--- config.mk ---
export PLATFORM = sky130hd
export DESIGN_NAME = dmx_rx
export DESIGN_NICKNAME = d
export VERILOG_FILES = /design/src/rtl/dmx_pkg.sv /design/src/rtl/dmx_rx_sync.sv /design/src/rtl/dmx_rx.sv
export SDC_FILE = /design/constraint.sdc
export NUM_CORES = 1
export LEC_CHECK = 0
export ABC_CLOCK_PERIOD_IN_PS = 4100
export BUFFER_PORTS_ARGS = -buffer_cell sky130_fd_sc_hd__buf_2
export CAP_MARGIN = 20
export CELL_PAD_IN_SITES_DETAIL_PLACEMENT = 1
export CELL_PAD_IN_SITES_GLOBAL_PLACEMENT = 2
export CORE_MARGIN = 5
export CORE_UTILIZATION = 43
export CTS_BUF_LIST = sky130_fd_sc_hd__clkbuf_4 sky130_fd_sc_hd__clkbuf_8
export CTS_CLUSTER_SIZE = 12
export DETAILED_ROUTE_END_ITERATION = 10
export GPL_TIMING_DRIVEN = 0
export PLACE_DENSITY = 0.86
export SLEW_MARGIN = 30
export SYNTH_ARGS = -nofsm -noshare
export SYNTH_HDL_FRONTEND = slang
export SYNTH_SLANG_ARGS = --single-unit
--- constraint.sdc ---
create_clock -name clk -period 4.1 [get_ports clk]
set_input_delay 0.82 -clock clk [delete_from_list [all_inputs] [get_ports clk]]
set_output_delay 0.82 -clock clk [all_outputs]
set_load 0.02 [all_outputs]
--- src/rtl/dmx_pkg.sv ---
// Shared DMX512 definitions: timing derivations, receiver state encoding and
// the protocol slot limit. Used by both the DMX transmitter and dmx_rx.
package dmx_pkg;

    localparam int DMX_MAX_SLOTS = 512;

    typedef enum logic [2:0] {
        S_IDLE  = 3'd0,
        S_BREAK = 3'd1,
        S_MAB   = 3'd2,
        S_START = 3'd3,
        S_DATA  = 3'd4,
        S_STOP  = 3'd5,
        S_WAIT  = 3'd6
    } dmx_rx_state_e;

    function automatic int dmx_bit_time(input int clk_freq, input int baud_rate);
        return clk_freq / baud_rate;
    endfunction

    function automatic int dmx_clk_per_us(input int clk_freq);
        return clk_freq / 1000000;
    endfunction

    function automatic int dmx_break_min(input int clk_freq);
        return dmx_clk_per_us(clk_freq) * 88;
    endfunction

    function automatic int dmx_mab_min(input int clk_freq);
        return dmx_clk_per_us(clk_freq) * 8;
    endfunction

    function automatic int dmx_idle_max(input int clk_freq, input int idle_us);
        return dmx_clk_per_us(clk_freq) * idle_us;
    endfunction

endpackage

--- src/rtl/dmx_rx_sync.sv ---
// DMX receive line conditioning: 2-FF synchronizer, falling-edge detect and a
// saturating low-time counter that flags a BREAK exactly once per low period.
module dmx_rx_sync
    import dmx_pkg::*;
#(
    parameter int BREAK_MIN = dmx_break_min(12090000)
) (
    input  logic clk,
    input  logic rst_n,
    input  logic rx,
    output logic rxs,
    output logic fall,
    output logic break_hit
);

    localparam int LOW_W = $clog2(BREAK_MIN + 2);

    logic             rx_meta_q;
    logic             rx_sync_q;
    logic             rx_prev_q;
    logic [LOW_W-1:0] low_cnt_q;
    logic [LOW_W-1:0] low_cnt_d;

    // Count consecutive low samples, saturating so a stuck-low line never wraps.
    always_comb begin
        low_cnt_d = low_cnt_q;
        if (rx_sync_q == 1'b1) begin
            low_cnt_d = '0;
        end else if (low_cnt_q != {LOW_W{1'b1}}) begin
            low_cnt_d = low_cnt_q + LOW_W'(1);
        end else begin
            low_cnt_d = low_cnt_q;
        end
    end

    // Synchronizer chain idles at mark (1) so reset never looks like a break.
    always_ff @(posedge clk or negedge rst_n) begin
        if (!rst_n) begin
            rx_meta_q <= 1'b1;
            rx_sync_q <= 1'b1;
            rx_prev_q <= 1'b1;
            low_cnt_q <= '0;
        end else begin
            rx_meta_q <= rx;
            rx_sync_q <= rx_meta_q;
            rx_prev_q <= rx_sync_q;
            low_cnt_q <= low_cnt_d;
        end
    end

    assign rxs       = rx_sync_q;
    assign fall      = rx_prev_q & ~rx_sync_q;
    assign break_hit = (low_cnt_q == LOW_W'(BREAK_MIN));

endmodule

--- src/rtl/dmx_rx.sv ---
// DMX512 receiver: BREAK/MAB detection, 8N2 slot decoding, EBR write port and
// packet status. Optional macro DMX_RX_STARTCODE_FILTER_EN: skip packets whose
// start code is not 0x00 (start_code still updates).
module dmx_rx
    import dmx_pkg::*;
#(
    parameter int CLK_FREQ  = 12090000,
    parameter int BAUD_RATE = 250000,
    parameter int MAX_SLOTS = DMX_MAX_SLOTS,
    parameter int IDLE_US   = 1000
) (
    input  logic       clk,
    input  logic       rst_n,
    input  logic       rx,
    input  logic       enable,
    output logic       ebr_we,
    output logic [9:0] ebr_waddr,
    output logic [7:0] ebr_wdata,
    output logic [7:0] start_code,
    output logic [9:0] slot_count,
    output logic       frame_done,
    output logic       frame_err,
    output logic       busy
);

    localparam int BIT_TIME  = dmx_bit_time(CLK_FREQ, BAUD_RATE);
    localparam int HALF_BIT  = BIT_TIME / 2;
    localparam int BREAK_MIN = dmx_break_min(CLK_FREQ);
    localparam int MAB_MIN   = dmx_mab_min(CLK_FREQ);
    localparam int IDLE_MAX  = dmx_idle_max(CLK_FREQ, IDLE_US);
    localparam int CNT_W     = $clog2(IDLE_MAX + MAB_MIN + BIT_TIME + 1);

    logic rxs;
    logic fall;
    logic break_hit;

    dmx_rx_state_e    state_q, state_d;
    logic [CNT_W-1:0] cnt_q, cnt_d;
    logic [2:0]       bit_idx_q, bit_idx_d;
    logic [7:0]       shift_q, shift_d;
    logic [9:0]       slot_cnt_q, slot_cnt_d;
    logic             have_sc_q, have_sc_d;
    logic             brk_pend_q, brk_pend_d;
    logic             ebr_we_q, ebr_we_d;
    logic [9:0]       ebr_waddr_q, ebr_waddr_d;
    logic [7:0]       ebr_wdata_q, ebr_wdata_d;
    logic [7:0]       start_code_q, start_code_d;
    logic [9:0]       slot_count_q, slot_count_d;
    logic             frame_done_q, frame_done_d;
    logic             frame_err_q, frame_err_d;
    logic             busy_q, busy_d;

    dmx_rx_sync #(
        .BREAK_MIN (BREAK_MIN)
    ) u_sync (
        .clk       (clk),
        .rst_n     (rst_n),
        .rx        (rx),
        .rxs       (rxs),
        .fall      (fall),
        .break_hit (break_hit)
    );

    // Next-state and registered-output logic; a break preempts every state.
    always_comb begin
        state_d      = state_q;
        cnt_d        = cnt_q;
        bit_idx_d    = bit_idx_q;
        shift_d      = shift_q;
        slot_cnt_d   = slot_cnt_q;
        have_sc_d    = have_sc_q;
        brk_pend_d   = brk_pend_q;
        ebr_we_d     = 1'b0;
        ebr_waddr_d  = ebr_waddr_q;
        ebr_wdata_d  = ebr_wdata_q;
        start_code_d = start_code_q;
        slot_count_d = slot_count_q;
        frame_done_d = 1'b0;
        frame_err_d  = 1'b0;
        busy_d       = busy_q;

        if (break_hit && ((state_q != S_IDLE) || enable)) begin
            // Close out the running packet before starting the new one.
            if (busy_q && (slot_cnt_q != 10'd0)) begin
                frame_done_d = 1'b1;
                slot_count_d = slot_cnt_q;
            end else begin
                frame_done_d = 1'b0;
            end
            state_d    = S_BREAK;
            busy_d     = 1'b1;
            slot_cnt_d = 10'd0;
            have_sc_d  = 1'b0;
            brk_pend_d = 1'b0;
            bit_idx_d  = 3'd0;
            cnt_d      = '0;
        end else begin
            case (state_q)
                S_IDLE: begin
                    busy_d = 1'b0;
                end
                S_BREAK: begin
                    if (rxs) begin
                        state_d = S_MAB;
                        cnt_d   = CNT_W'(1);
                    end else begin
                        state_d = S_BREAK;
                    end
                end
                S_MAB: begin
                    if (rxs) begin
                        if (cnt_q != {CNT_W{1'b1}}) begin
                            cnt_d = cnt_q + CNT_W'(1);
                        end else begin
                            cnt_d = cnt_q;
                        end
                    end else if (cnt_q < CNT_W'(MAB_MIN)) begin
                        frame_err_d = 1'b1;
                        busy_d      = 1'b0;
                        state_d     = S_IDLE;
                    end else begin
                        state_d = S_START;
                        cnt_d   = CNT_W'(1);
                    end
                end
                S_START: begin
                    if (cnt_q == CNT_W'(HALF_BIT)) begin
                        if (rxs) begin
                            frame_err_d = 1'b1;
                            busy_d      = 1'b0;
                            state_d     = S_IDLE;
                        end else begin
                            state_d   = S_DATA;
                            bit_idx_d = 3'd0;
                            cnt_d     = CNT_W'(1);
                        end
                    end else begin
                        cnt_d = cnt_q + CNT_W'(1);
                    end
                end
                S_DATA: begin
                    if (cnt_q == CNT_W'(BIT_TIME)) begin
                        shift_d = {rxs, shift_q[7:1]};
                        cnt_d   = CNT_W'(1);
                        if (bit_idx_q == 3'd7) begin
                            state_d = S_STOP;
                        end else begin
                            bit_idx_d = bit_idx_q + 3'd1;
                        end
                    end else begin
                        cnt_d = cnt_q + CNT_W'(1);
                    end
                end
                S_STOP: begin
                    if (brk_pend_q) begin
                        // All-low byte with low stop bit: only a break excuses it.
                        if (rxs) begin
                            frame_err_d = 1'b1;
                            busy_d      = 1'b0;
                            brk_pend_d  = 1'b0;
                            state_d     = S_IDLE;
                        end else begin
                            state_d = S_STOP;
                        end
                    end else if (cnt_q != CNT_W'(BIT_TIME)) begin
                        cnt_d = cnt_q + CNT_W'(1);
                    end else if (!rxs) begin
                        if (shift_q == 8'h00) begin
                            brk_pend_d = 1'b1;
                        end else begin
                            frame_err_d = 1'b1;
                            busy_d      = 1'b0;
                            state_d     = S_IDLE;
                        end
                    end else if (!have_sc_q) begin
                        start_code_d = shift_q;
                        have_sc_d    = 1'b1;
                        cnt_d        = '0;
`ifdef DMX_RX_STARTCODE_FILTER_EN
                        if (shift_q != 8'h00) begin
                            busy_d  = 1'b0;
                            state_d = S_IDLE;
                        end else begin
                            state_d = S_WAIT;
                        end
`else
                        state_d      = S_WAIT;
`endif
                    end else begin
                        ebr_we_d    = 1'b1;
                        ebr_waddr_d = slot_cnt_q;
                        ebr_wdata_d = shift_q;
                        slot_cnt_d  = slot_cnt_q + 10'd1;
                        cnt_d       = '0;
                        if (slot_cnt_q == 10'(MAX_SLOTS - 1)) begin
                            frame_done_d = 1'b1;
                            slot_count_d = 10'(MAX_SLOTS);
                            busy_d       = 1'b0;
                            state_d      = S_IDLE;
                        end else begin
                            state_d = S_WAIT;
                        end
                    end
                end
                S_WAIT: begin
                    if (fall) begin
                        state_d = S_START;
                        cnt_d   = CNT_W'(1);
                    end else if (cnt_q == CNT_W'(IDLE_MAX - 1)) begin
                        if (slot_cnt_q != 10'd0) begin
                            frame_done_d = 1'b1;
                            slot_count_d = slot_cnt_q;
                        end else begin
                            frame_done_d = 1'b0;
                        end
                        busy_d  = 1'b0;
                        state_d = S_IDLE;
                    end else begin
                        cnt_d = cnt_q + CNT_W'(1);
                    end
                end
                default: begin
                    busy_d  = 1'b0;
                    state_d = S_IDLE;
                end
            endcase
        end
    end

    // State, datapath and output registers; reset aborts any packet silently.
    always_ff @(posedge clk or negedge rst_n) begin
        if (!rst_n) begin
            state_q      <= S_IDLE;
            cnt_q        <= '0;
            bit_idx_q    <= 3'd0;
            shift_q      <= 8'h00;
            slot_cnt_q   <= 10'd0;
            have_sc_q    <= 1'b0;
            brk_pend_q   <= 1'b0;
            ebr_we_q     <= 1'b0;
            ebr_waddr_q  <= 10'd0;
            ebr_wdata_q  <= 8'h00;
            start_code_q <= 8'h00;
            slot_count_q <= 10'd0;
            frame_done_q <= 1'b0;
            frame_err_q  <= 1'b0;
            busy_q       <= 1'b0;
        end else begin
            state_q      <= state_d;
            cnt_q        <= cnt_d;
            bit_idx_q    <= bit_idx_d;
            shift_q      <= shift_d;
            slot_cnt_q   <= slot_cnt_d;
            have_sc_q    <= have_sc_d;
            brk_pend_q   <= brk_pend_d;
            ebr_we_q     <= ebr_we_d;
            ebr_waddr_q  <= ebr_waddr_d;
            ebr_wdata_q  <= ebr_wdata_d;
            start_code_q <= start_code_d;
            slot_count_q <= slot_count_d;
            frame_done_q <= frame_done_d;
            frame_err_q  <= frame_err_d;
            busy_q       <= busy_d;
        end
    end

    assign ebr_we     = ebr_we_q;
    assign ebr_waddr  = ebr_waddr_q;
    assign ebr_wdata  = ebr_wdata_q;
    assign start_code = start_code_q;
    assign slot_count = slot_count_q;
    assign frame_done = frame_done_q;
    assign frame_err  = frame_err_q;
    assign busy       = busy_q;

endmodule

; ---- Word level (Yosys, flattened, before mapping)
; Cells that the tools add are included.
[op_classes]
n_addsub = 4
order_cmp = 1
n_eq_ne = 46
mux = 110
n_bitwise = 6
n_reduce_logical = 25
[ops]
columns = operator, n
row1 = 14-bit two-way mux, 13
row2 = 10-bit two-way mux, 16
row3 = 14-bit case mux with 6 select lines, 1
row4 = 3-bit two-way mux, 20
row5 = 1-bit two-way mux, 50
row6 = "3-bit inequality test, second input constant", 14
row7 = 11-bit two-way mux, 2
row8 = 3-bit case mux with 7 select lines, 1
row9 = "4-bit inequality test, second input constant", 5
row10 = 10-bit case mux with 2 select lines, 1
row11 = 10-bit AND reduction, 2
row12 = 8-bit AND reduction, 2
row13 = "14-bit by 1-bit adder with 14-bit output, second input constant", 1
row14 = "14-bit == test, second input constant", 1
row15 = "14-bit by 5-bit == test with 1-bit output, second input constant", 1
row16 = "14-bit by 6-bit == test with 1-bit output, second input constant", 1
row17 = "14-bit by 7-bit < comparator with 1-bit output, second input constant", 1
row18 = "14-bit inequality test, second input constant", 1
row19 = "14-bit by 6-bit inequality test with 1-bit output, second input constant", 1
row20 = "3-bit == test, second input constant", 4
row21 = 6-bit AND reduction, 2
row22 = "11-bit by 1-bit adder with 11-bit output, second input constant", 1
row23 = "11-bit == test, second input constant", 1
row24 = "11-bit inequality test, second input constant", 1
row25 = 30 further kinds, 49
[word_totals]
register_bits = 94
output_inout_bits = 40

; ---- Logic depth before layout (Yosys ltp)
; Gate-level depths: netlist (run 1).
[depth]
word_depth = 8
mapped_depth = 10
mapped_depth_nobuf = 8

; ---- Hierarchy
; From an unflattened synthesis (run 1), not the netlist that was laid out.
[hier_totals]
hier_cells = 493
hier_area_um2 = 4998.5
[by_module_without_submodules]
columns = mod, instances, cells_per_inst, area_each_um2
row1 = dmx_rx, 1, 421, 4269.1
row2 = dmx_rx_sync, 1, 72, 729.4

; ---- Least setup slack after synthesis (run 1)
; No wires, ideal clock.
[synth_path]
path_kind = register to register
startpoint = register cnt_q[13]
endpoint = register cnt_q[6]
setup_ps = 126
arrival_ps = 2529
t_required_ps = 3974
setup_slack_ps = 1445
stages_incl_launch_ff = 9
path_buffers = 2
period_less_slack_ps = 2655
path_cell_list = dfrtp_1 -> or4_1 -> buf_2 -> or4_1 -> buf_2 -> a211o_1 -> nand3_1 -> nor3_1 -> a311o_1
[synth_between]
elab_chain_len = 5
elab_cells_between_ends = 18
classes_between = order compare: 1 / eq/ne: 10 / mux: 6 / reduce/logical: 1
[synth_rtl]
columns = item, line
row1 = "start, declared", dmx_rx.sv:38  ; logic [CNT_W-1:0] cnt_q, cnt_d;
row2 = "start signal, assigned", dmx_rx.sv:250  ; cnt_q <= cnt_d;
row3 = "parallel branches: the longest is 5 deep, another holds 14-bit by 7-bit < comparator with 1-bit output", n/a
; Several ways; the timed one is not identified. The select of a mux whose other input is x is not followed.
; A chain may end at the register's enable or synchronous reset.

; ---- Worst setup path in the final report (run 1)
; Ends and elaborated chain as after synthesis.

==> flow_summary.yaml, run 1 <==
global_route:
  grt_max_degree: 59
  grt_pass1_wl_um: 22800
  overflow: 0
  antenna_found_initial: 0
  grt.total_usage_pct: 19.9
  grt_pass1_vias: 4321
detailed_routing:
  drtIter0Drc: 238
  wl_um: 13200
  first_pass_iters: 4
  vias: 3966
  post_drt_wl_per_cell_um: 19.2
  antenna_left: 0
  drc: 0
  viasPerCell: 5.77
pwr:
  power.switching_mw: 0.551
  clkPwrFrac_pct: 36.4
  cellPowerDensity_nw_per_um2: 356
  switching_share_pct: 27.4
  ir_drop_v: 0.000225
  combPwrFrac_pct: 14.6
  internal_power_mw: 1.46
  leakage_nw: 2.62
  seqPwrFrac_pct: 49.0
synth:
  async_flop_share_pct: 100
  ys_seq_area_share_pct: 47.3
  synthDistinctLibCells: 69
  synth-main-ff-cell: "dfrtp_1"
  synth.ff_latch_count: 94
  synthCells: 484
  synth_edf_count: 0
  yosysWarningCount: 0
  syn_avg_cell_area_um2: 10.3
  synthesis.nets: 496
  syn_area_um2: 4980
finish:
  final_cell_area_um2: 5650
  final_net_count: 551
  nFillCells: 1281
  n_antenna_cell: 0
  area_delta_synth_final_pct: 13.5
  finalNonFillerCells: 687
  drive_gt1_share_pct: 23.0
  final_common_cell: "dfrtp_1"
  final_cell_mix: "91 x dfrtp_1, 45 x buf_2, 42 x nor2_1"
clocking:
  cts_tree: "built"
  clk_path_buf_depth: 2
  cts_setup_buffers: 0
  cts_root_buf: "clkbuf_8"
  numCtsBuffers: 9
  clk_pin_slew_ps: 100
  clk_latency_ps: 370
  post_cts_resized: 0
  clkSinkCount: 94
  htreeDepth: 3
  cts_hold_buf: 0
floorplanning:
  die_area_um2: 13800
  core_um2: 11400
  start_util_pct: 43.8
  fp.dieH_um: 118
  die_w_um: 118
  rows: 39
  ios: 44
timing:
  fin_crit_ps: 3190
  relSlewSlack_pct: 46.5
  fmax_mhz: 313
  whs_ps: 340
  setup_viol: 0
  drv_slew: 0
  setup-tns-final_ps: 0
  grt_setup_unrepaired: "no"
  finalCritPeriodShare_pct: 77.8
  setup_slack_ps: 908
  hold_viol: 0
  fin_skew_ps: 11.9
  worstMarginPinSlew_ps: 792
worst_setup_path:
  worstSetupPathType: "reg2reg"
  ff2ff_path_depth: 8
  cp-start-kind: "flop"
  critical_path.max_fanout: 10
  crit_arrival_ps: 3450
  r2r_start: "cnt_q[13]$_DFFE_PN0P_"
  crit_path_end_kind: "flop"
  worstReg2RegEnd: "cnt_q[6]$_DFFE_PN0P_"
  rrSetupSlack_ps: 910
  cp.required_ps: 4360
outcome:
  status: "complete, no violations"
placement:
  gp_congestion: 0.905
  hpwlAfterDp_um: 9800
  place_area_um2: 5400
  dp.cells: 671
  dpl_worst_slack_ps: 969
  io_buffers: 43
min_path:
  hold_class: "in2async"
run:
  cap_violations: 0
-- cells in the mapped netlist, types with 5 or more instances --
library cell	n	area [um^2]
nand3_1	16	80.1
nand3b_1	6	45.0
mux2i_1	10	100
o21ai_2	8	70.1
clkbuf_1	19	71.3
xnor2_1	7	61.3
o21ai_0	15	75.1
a22o_1	9	78.8
a21oi_1	17	85.1
mux2_2	34	383
xor2_1	8	70.1
nor4_1	11	68.8
nor2_1	42	158
nor3_1	7	35.0
and3_1	12	75.1
nand2b_1	10	62.6
nand2_1	33	124
nand4_1	9	56.3
ha_1	8	100
dfrtp_1	91	2280
inv_1	19	71.3
and4_1	5	43.8
nor2b_1	11	68.8
-- worst max path at each step --
stage / startpoint / to / slack, ps / cells past startpoint
2_1_floorplan: cnt_q[13]$_DFFE_PN0P_ / cnt_q[6]$_DFFE_PN0P_ / 1440 / 8
3_5_place_dp: cnt_q[13]$_DFFE_PN0P_ / cnt_q[6]$_DFFE_PN0P_ / 970 / 8
5_1_grt: cnt_q[13]$_DFFE_PN0P_ / cnt_q[6]$_DFFE_PN0P_ / 700 / 8
3_3_place_gp: cnt_q[13]$_DFFE_PN0P_ / cnt_q[6]$_DFFE_PN0P_ / 940 / 8
6_report: cnt_q[13]$_DFFE_PN0P_ / cnt_q[6]$_DFFE_PN0P_ / 910 / 8
4_1_cts: cnt_q[13]$_DFFE_PN0P_ / cnt_q[6]$_DFFE_PN0P_ / 930 / 8
-- per-layer routing --
layer / GRT usage (%) / wire, um / up-vias
met5: 0 / 0 / -
met1: 28.2 / 6270 / 2032
met4: 4.16 / 129 / 0
met3: 3.56 / 459 / 11
li1: - / - / 1847
met2: 31.9 / 6350 / 76
-- logic make-up after synthesis --
| family | Yosys count | share of synthesized area (%) |
|---|---|---|
| and+or+nand+nor | 192 | 21.9 |
| DFF | 94 | 47.3 |
| AOI/OAI and AO/OA | 82 | 11.6 |
| muxes | 47 | 10.6 |
| buffers and inverters | 46 | 3.95 |
| xor gates and xnor gates | 15 | 2.64 |
| adders and majority gates | 8 | 2.01 |
-- layout make-up --
type                       instances  area (um^2)  share of cell area, %
inverter                          19         71.3                   1.26
multi-input combinational        344         2420                   42.9
sequential                        94         2360                   41.7
timing repair buffer              44          249                   4.41
buffer                            27          125                   2.22
clock inverter                     4         77.6                   1.37
clock buffer                      12          165                   2.92
tap                              143          179                   3.17
-- registers in the layout, indices dropped and copies added, names as in the netlist, 8 cells and up --
name and count:
u_sync.low_cnt_q 11, cnt_q 14, start_code 8, ebr_waddr 10, slot_count 10, slot_cnt_q 10, shift_q 8, ebr_wdata 8
-- worst max-delay path, stage by stage (launching register included) --
cell,delay (ps)
dfrtp_1,450
or4_1,540
buf_2,180
nor4_1,680
o22ai_1,290
o21ai_2,340
buf_4,260
nor2_1,70
a311o_1,270
-- power groups by stage --
stage	registers, mW	logic [mW]	clock network [mW]
after floorplan	0.991	0.209	0
after global placement	1.00	0.279	0
after detailed placement	1.00	0.293	0
after CTS	0.985	0.295	0.748
after global routing	0.989	0.327	0.794
final	0.985	0.293	0.732
-- metrics by stage --
stage / power [mW] / util, %
2_1_floorplan: 1.20 / -
3_3_place_gp: 1.28 / 47.2
3_5_place_dp: 1.30 / 47.5
4_1_cts: 2.03 / 49.7
5_1_grt: 2.11 / 49.7
6_report: 2.01 / 49.7
Power figures use the tool's default switching activity.
==> run 2, diff against run 1 <==
- ABC_CLOCK_PERIOD_IN_PS: 4100 -> 3300
- CORE_UTILIZATION: 43 -> 40
- PLACE_DENSITY: 0.86 -> 0.81
- clock period: 4.1 -> 3.3 ns (I/O delays scaled with it)
==> run 2 against run 1 <==
  * Non-clock buffer count unchanged
  * Sequential cell count did not move
  * Routed wire length grew 0.69%
  * Final cell count is 3.6% higher
  * Core utilization shrank 2.8 points
  * Critical path type unchanged
  * Largest cell class unchanged
==> flow_summary.yaml, run 2 (same netlist as run 1, synthesis figures left out) <==
min_path:
  hold_class: "in2async"
timing:
  setup-tns-final_ps: 0
  worstMarginPinSlew_ps: 852
  finalCritPeriodShare_pct: 91.7
  setup_viol: 0
  setup_slack_ps: 273
  grt_setup_unrepaired: "no"
  fin_skew_ps: 7.01
  fin_crit_ps: 3030
  drv_slew: 0
  fmax_mhz: 330
  relSlewSlack_pct: 42.4
  hold_viol: 0
outcome:
  status: "complete, no violations"
worst_setup_path:
  ff2ff_path_depth: 9
  worstSetupPathType: "reg2reg"
  cp.required_ps: 3560
  crit_arrival_ps: 3290
  cp-start-kind: "flop"
  critical_path.max_fanout: 10
  crit_path_end_kind: "flop"
finish:
  final_cell_mix: "91 x dfrtp_1, 45 x buf_2, 41 x nor2_1"
  reg.largest.list: "cnt_q x14, u_sync.low_cnt_q x11"
  final_net_count: 551
  area_delta_synth_final_pct: 14.1
  final_common_cell: "dfrtp_1"
  n_antenna_cell: 0
  final_cell_area_um2: 5680
  largest_reg_flops: 14
  regMostFlops: "cnt_q"
  drive_gt1_share_pct: 23.5
pwr:
  combPwrFrac_pct: 14.9
  leakage_nw: 2.61
  cellPowerDensity_nw_per_um2: 434
  power.switching_mw: 0.693
  fin_total_pwr_mw: 2.47
  ir_drop_v: 0.000241
  switching_share_pct: 28.1
  internal_power_mw: 1.77
  clkPwrFrac_pct: 35.6
  seqPwrFrac_pct: 49.6
clocking:
  cts_setup_buffers: 0
  clkSinkCount: 94
  clk_latency_ps: 370
  htreeDepth: 3
  cts_hold_buf: 0
  clk_path_buf_depth: 2
  cts_tree: "built"
  cts_root_buf: "clkbuf_8"
  clk_pin_slew_ps: 100
  numCtsBuffers: 9
placement:
  place_area_um2: 5440
  hpwlAfterDp_um: 9840
  io_buffers: 43
  dpl_worst_slack_ps: 147
  gp_congestion: 0.928
global_route:
  grt_pass1_vias: 4251
  overflow: 0
  grt.total_usage_pct: 19.1
  antenna_found_initial: 0
  grt_pass1_wl_um: 22500
  grt_max_degree: 60
floorplanning:
  core_um2: 12100
  fp.dieH_um: 122
  rows: 40
  start_util_pct: 41.1
  ios: 44
  die_area_um2: 14800
  die_w_um: 122
detailed_routing:
  vias: 3944
  post_drt_wl_per_cell_um: 18.7
  drtIter0Drc: 232
  wl_um: 13300
  drc: 0
  antenna_left: 0
  viasPerCell: 5.54
  first_pass_iters: 4
run:
  cap_violations: 0
-- run 2: critical path, cell delays in order, from the launching register on --
cell	delay [ps]
dfrtp_1	430
inv_1	80
ha_1	140
nor4b_1	290
nand4b_1	410
or2_2	420
clkbuf_1	240
nand2_1	130
clkbuf_1	370
mux2_2	400
-- run 2: stage by stage --
| step | instances | hold WS (ps) | util, % |
|---|---|---|---|
| 3_3_place_gp | 695 | 352 | 44.6 |
| 6_report | 712 | 171 | 46.9 |
| 2_1_floorplan | 484 | 345 | - |
| 3_5_place_dp | 696 | 355 | 44.9 |
| 4_1_cts | 712 | 174 | 46.8 |
| 5_1_grt | 712 | 186 | 46.9 |
-- run 2: final timing paths --
check | start | end | slack [ps]
worst min register to register | u_sync.rxs$_DFF_PN1_ | u_sync.rx_prev_q$_DFF_PN1_ | 360
max in group asynchronous | rst_n | u_sync.rx_meta_q$_DFF_PN1_ | 2480
worst max-delay path | u_sync.low_cnt_q[0]$_DFFE_PN0P_ | ebr_waddr[6]$_DFFE_PN0P_ | 270
worst max register to register | u_sync.low_cnt_q[0]$_DFFE_PN0P_ | ebr_waddr[6]$_DFFE_PN0P_ | 270
min in group clk | u_sync.rxs$_DFF_PN1_ | u_sync.rx_prev_q$_DFF_PN1_ | 360
worst min-delay path | rst_n | cnt_q[0]$_DFFE_PN0P_ | 170
-- run 2: routing by layer --
metal / vias up / share of wire [%] / wire length, um / GRT usage (%)
met5: - / 0 / 0 / 0
met3: 13 / 3.4 / 448 / 3.90
met1: 2017 / 47 / 6200 / 25.6
met2: 69 / 49 / 6500 / 31.9
li1: 1845 / - / - / -
met4: 0 / 1.1 / 148 / 4.69
-- run 2: area by class of cell --
class / instances / area, um^2
Timing Repair Buffer: 44 / 249
Sequential cell: 94 / 2360
Clock inverter: 6 / 91.3
Multi-Input combinational cell: 344 / 2440
Fill cell: 1379 / 6430
Tap cell: 168 / 210
Inverter: 19 / 71.3
Clock buffer: 10 / 138
Buffer: 27 / 125
-- run 2: power groups by stage --
stage / combinational, mW / clock [mW] / sequential (mW)
floorplan: 0.259 / 0 / 1.23
global placement: 0.349 / 0 / 1.24
detailed placement: 0.366 / 0 / 1.25
CTS: 0.369 / 0.905 / 1.22
global route: 0.408 / 0.957 / 1.23
finish: 0.366 / 0.877 / 1.22
-- run 2: repair_timing --
item | 4_1_cts | 5_1_grt
hold endpoints to repair | 0 | 0
endpoints found under the setup margin | 0 | 25
resized for setup | 0 | 3
